==> config.mk <==
export PLATFORM = sky130hd
export DESIGN_NAME = div_row_normalizer
export DESIGN_NICKNAME = d
export VERILOG_FILES = /design/src/rtl/div_row_normalizer.sv
export SDC_FILE = /design/constraint.sdc
export NUM_CORES = 1
export LEC_CHECK = 0
export CAP_MARGIN = 20
export CELL_PAD_IN_SITES_DETAIL_PLACEMENT = 0
export CELL_PAD_IN_SITES_GLOBAL_PLACEMENT = 2
export CORE_MARGIN = 5
export CORE_UTILIZATION = 24
export DETAILED_ROUTE_END_ITERATION = 10
export PLACE_DENSITY = 0.8
export SLEW_MARGIN = 20
export SYNTH_ARGS = -nofsm -noshare
export SYNTH_HDL_FRONTEND = slang
export SYNTH_SLANG_ARGS = --single-unit
==> constraint.sdc <==
create_clock -name clk -period 5.9 [get_ports clk]
set_input_delay 0.59 -clock clk [delete_from_list [all_inputs] [get_ports clk]]
set_output_delay 0.59 -clock clk [all_outputs]
set_load 0.01 [all_outputs]
==> src/rtl/div_row_normalizer.sv <==
`default_nettype none
// ============================================================================
//  Module      : div_row_normalizer
//  Description : Softmax row-normalization sequencer. Captures a row of N
//                numerators plus a shared denominator, streams the pairs to
//                an external divider over valid/ready, gathers the in-order
//                quotients and presents the complete quotient vector.
//  Revision    : 1.0 - initial release
// ============================================================================
module div_row_normalizer #(
    parameter int N        = 8,                 // elements per row, >= 2
    parameter int DIV_IN_W = 16,                // $bits(DIV_INPUT_QT)
    parameter int QUOT_W   = 16,                // $bits(OUTPUT_VEC_QT)
    parameter int IDX_W    = $clog2(N + 1)      // issue/return counter width
) (
    input  logic                  clk,
    input  logic                  rst,
    // upstream row
    input  logic                  vld_in,
    output logic                  rdy_out,
    input  logic [N*DIV_IN_W-1:0] numerator_vec_in,
    input  logic [DIV_IN_W-1:0]   denominator_in,
    // divider request side
    output logic                  div_vld,
    input  logic                  div_rdy,
    output logic [DIV_IN_W-1:0]   div_numerator,
    output logic [DIV_IN_W-1:0]   div_denominator,
    // divider result side
    input  logic                  div_quot_vld,
    output logic                  div_quot_rdy,
    input  logic [QUOT_W-1:0]     div_quotient,
    // downstream row
    output logic                  vld_out,
    input  logic                  rdy_in,
    output logic [N*QUOT_W-1:0]   quotient_vec_out
);

    localparam logic [IDX_W-1:0] c_row_len  = IDX_W'(N);
    localparam logic [IDX_W-1:0] c_last_idx = IDX_W'(N - 1);

    typedef enum logic [1:0] {
        S_IDLE = 2'd0,
        S_RUN  = 2'd1,
        S_OUT  = 2'd2
    } state_t;

    state_t                r_state;
    state_t                w_state_nxt;

    logic [N*DIV_IN_W-1:0] r_num_vec;
    logic [DIV_IN_W-1:0]   r_den;
    logic [IDX_W-1:0]      r_iss;
    logic [IDX_W-1:0]      r_ret;
    logic [N*QUOT_W-1:0]   r_qbuf;

    logic                  w_capture;
    logic                  w_issue_fire;
    logic                  w_ret_fire;
    logic [DIV_IN_W-1:0]   w_num_sel;

    // Handshake strobes and outputs, all decoded from registered state
    assign rdy_out          = (r_state == S_IDLE);
    assign div_vld          = (r_state == S_RUN) && (r_iss < c_row_len);
    assign div_quot_rdy     = (r_state == S_RUN) && (r_ret < c_row_len);
    assign vld_out          = (r_state == S_OUT);
    assign quotient_vec_out = r_qbuf;

    assign w_capture    = vld_in && rdy_out;
    assign w_issue_fire = div_vld && div_rdy;
    assign w_ret_fire   = div_quot_vld && div_quot_rdy;

    // Select stored numerator[iss]; idle request lines are driven to zero
    always_comb begin
        w_num_sel = '0;
        if (div_vld) begin
            for (int i = 0; i < N; i++) begin
                if (r_iss == IDX_W'(i)) begin
                    w_num_sel = r_num_vec[i*DIV_IN_W +: DIV_IN_W];
                end
            end
        end
    end

    assign div_numerator   = w_num_sel;
    assign div_denominator = div_vld ? r_den : '0;

    // State register
    always_ff @(posedge clk) begin
        if (rst) begin
            r_state <= S_IDLE;
        end else begin
            r_state <= w_state_nxt;
        end
    end

    // Next-state decode: leave RUN on the final quotient handshake
    always_comb begin
        w_state_nxt = r_state;
        case (r_state)
            S_IDLE: begin
                if (w_capture) begin
                    w_state_nxt = S_RUN;
                end
            end
            S_RUN: begin
                if (w_ret_fire && (r_ret == c_last_idx)) begin
                    w_state_nxt = S_OUT;
                end
            end
            S_OUT: begin
                if (rdy_in) begin
                    w_state_nxt = S_IDLE;
                end
            end
            default: w_state_nxt = S_IDLE;
        endcase
    end

    // Row capture and issue counter; issue side runs independently of returns
    always_ff @(posedge clk) begin
        if (rst) begin
            r_num_vec <= '0;
            r_den     <= '0;
            r_iss     <= '0;
        end else if (w_capture) begin
            r_num_vec <= numerator_vec_in;
            r_den     <= denominator_in;
            r_iss     <= '0;
        end else if (w_issue_fire) begin
            r_iss     <= r_iss + IDX_W'(1);
        end
    end

    // Return counter and quotient buffer; in-order results land in slot ret
    always_ff @(posedge clk) begin
        if (rst) begin
            r_ret  <= '0;
            r_qbuf <= '0;
        end else if (w_capture) begin
            r_ret  <= '0;
        end else if (w_ret_fire) begin
            r_ret <= r_ret + IDX_W'(1);
            for (int i = 0; i < N; i++) begin
                if (r_ret == IDX_W'(i)) begin
                    r_qbuf[i*QUOT_W +: QUOT_W] <= div_quotient;
                end
            end
        end
    end

endmodule
`default_nettype wire

==> results.md <==
* Status: completed
* Post-cts resize count at 0
* Initial antenna violation count at 7
* Simple-gate portion of the synthesized area at 20.38%
* Element type at the critical path end: output port
* Ys Warns at 0
* Port Buffers at around 330
* Post-Synth XOR/XNOR Area at 0.07586%
* Hold_buf cts at 0
* Pwr per Cell Area at 273.8 nW/µm²
* RSZ-0062 raised after global routing: false
* TritonCTS Buffers at 34
* Core Util, Final at 34.33%
* Register area share after synthesis at 48.89%
* Syn Area/Cell at 8.636 µm²
* Final HPWL DP at approximately 32 mm
* Antenna viol nets, final at 0
* Core Region at approximately 48,000 µm²
* Final Routed Wirelength at between 40 and 50 mm
* Crit-path max cell delay at 0.70 ns
* Final hold vios at 0
* Yosys reg bits at 282
* H-Tree Depth at 2
* Grt ovf at 0
* Std cell rows at 80
* Clk_lat worst skew at 0.54 ns
* Initial core utilization at 24.23%
* Vias at ~10,000
* Relative slew slack at 24.73%
* Largest family of logic cells by synthesized area: simple AND/OR/NAND/NOR gates
* Clock transition at path regs at 0.06 ns
* Share of the synthesized area in the top cell type at 48.89%
* Clk sinks at 282
* Synthesized cell area at 11,550 µm²
* Fill cell total of the finished layout at approximately 5,000
* CP startpoint kind: flop
* Slowest CP cell: and3b_1
* Critical Path RT at 5.31 ns
* Leading area contributor after synthesis: dfxtp_1
* IO Pins at between 300 and 400
* Kind of critical path: reg2out
* CTS root buf: clkbuf_16
* Synth unique cells at 39
* Peak VDD IR at approximately 160 µV
* Die Area at between 50,000 and 60,000 µm²
* FFs w/ async S/R, synth at 0%
* Post-Synth Adder-Cell Area at less than 1%
* Die height at approximately 230 µm
* DP Area at 15,250 µm²
* Tcrit/Tclk final at around three quarters
* Delay-heaviest family, CP: buffers and inverters
* Syn nets at ~1,500
* Design area at 16,350 µm²
* Share of synthesized area spent on multiplexers at a little under an eighth
* WHS at 0.3456 ns
* Worst min path class: in2reg
* Slew Limit Fails at 0
* Total track usage at 15.77%
* Worst setup margin at around 1.6 ns
* Worst slew pin tran at 1.129 ns
* Cells after synthesis at 1,337
* Routed wirelength normalized by instance count at 19.37 µm
* TritonCTS clock tree: done
* Nets at 1,779
* Setup TNS at 0 ns
* Die X at around 230 µm
* RePlAce Congestion at 0.8061
* Post-layout min period at 4.323 ns
* Drt pass-1 iters at 5
* DRC at 0
* Compound-Gate Fraction of Synth Area at between 10% and 20%
* Commonest non-fill, non-tap cell in the layout: nand2_1
* Skew final at about 0.02 ns
* Setup bufs post-CTS at 0
* Fmax at about 230 MHz
* Leak at roughly 6.4 nW
* Share of cells above drive strength 1 at 6.139%
* P&R area growth vs syn at 41.64%
* Final setup viols at 0
* Top FF cell, synth: dfxtp_1
* Commonest cells after routing, fill and taps aside: nand2_1, clkdlybuf4s50_1, dfxtp_1
* Pre-CTS WS at 2.169 ns
* Buffers and inverters on the worst path at 2
* First-pass GRT wire length at 64.38 mm
* Max_cap viols at 0
* Max clock buf depth at 3
* Worst EP arrival at 3.73 ns
* Iteration-0 DRC Markers at 600
* Worst path cell trace: ha_2 > buf_4 > and3b_1 > a22oi_1 > a311oi_1 > clkdlybuf4s50_1
* Max FO, Critical Path at 65
* Number of global-route vias before repair at 9,970
* Largest net degree at the start of global routing at 95
* Post-synth EDFFs at 0
* Main area contributors after synthesis: dfxtp_1, nand2_1, mux2i_1
* Via density at 4.539
-- cells by family after synthesis --
logic type | after synthesis
DFF | 282
muxes | 130
adders and majority gates | 8
xor gates and xnor gates | 1
and+or+nand+nor | 534
buffers and inverters | 134
AOI/OAI and AO/OA | 248
-- area by class of cell --
cell class	instances	area, µm²	share of cell area, %
Sequential cell	282	5645	34.52
Multi-Input combinational cell	921	5354	32.74
Timing Repair Buffer	343	3396	20.76
Clock buffer	51	964.7	5.899
Tap cell	615	769.5	4.705
Clock inverter	9	123.9	0.7574
Inverter	23	88.84	0.5432
Antenna cell	5	12.51	0.07651
-- state kept, by name (all words and copies together), names as in the netlist --
| register | cells |
|---|---|
| quotient_vec_out | 128 |
| r_den | 16 |
| r_iss | 4 |
| r_num_vec | 128 |
| r_ret | 4 |
| r_state | 2 |
-- stage by stage --
stage,instances,power [mW]
after floorplan,1337,2.246
after global placement,2184,2.478
after detailed placement,2184,2.481
after CTS,2244,4.556
after global routing,2244,4.675
final,2249,4.478
-- Yosys cell counts, drive strengths merged, types with 2 or more instances --
cell	n
nand2	438
dfxtp	282
a21oi	180
mux2i	130
clkbuf	83
buf	28
inv	23
nand3b	20
or3b	17
a221o	16
a22oi	16
a311oi	16
and2	16
nand2b	16
o221ai	16
ha	8
nor2	5
nand3	4
nor3b	4
or3	3
and4bb	2
nand4bb	2
nor2b	2
-- path summary, 6_finish.rpt --
kind                                                          end  depth (start not counted)  slack (ns)                     from
worst max register to register  quotient_vec_out[54]$_SDFFE_PP0P_                          3        3.86  r_state[1]$_SDFFE_PP0P_
worst max-delay path                            div_numerator[11]                          6        1.58    r_iss[0]$_SDFFE_PP0P_
worst min-delay path                        r_den[5]$_SDFFE_PP0P_                          2        0.35                      rst
worst min register to register             r_den[12]$_SDFFE_PP0P_                          2        0.45   r_den[12]$_SDFFE_PP0P_
-- where the power goes --
part / internal [mW] / total (mW) / switching, mW
logic: 0.202 / 0.418 / 0.216
clock network: 1.19 / 2.04 / 0.854
registers: 1.97 / 2.02 / 0.0485
-- routing by layer --
metal  GRT usage (%)  wire, µm  vias up  share of wire [%]
met5               0        41        -              0.094
met4           6.127      1605        6                3.7
met3           3.790      2748       74                6.3
met2           25.16     19800      312                 45
met1           20.69     19380     4767                 44
li1                -         -     5050                  -
No activity file was read; power rests on OpenSTA's default activity.
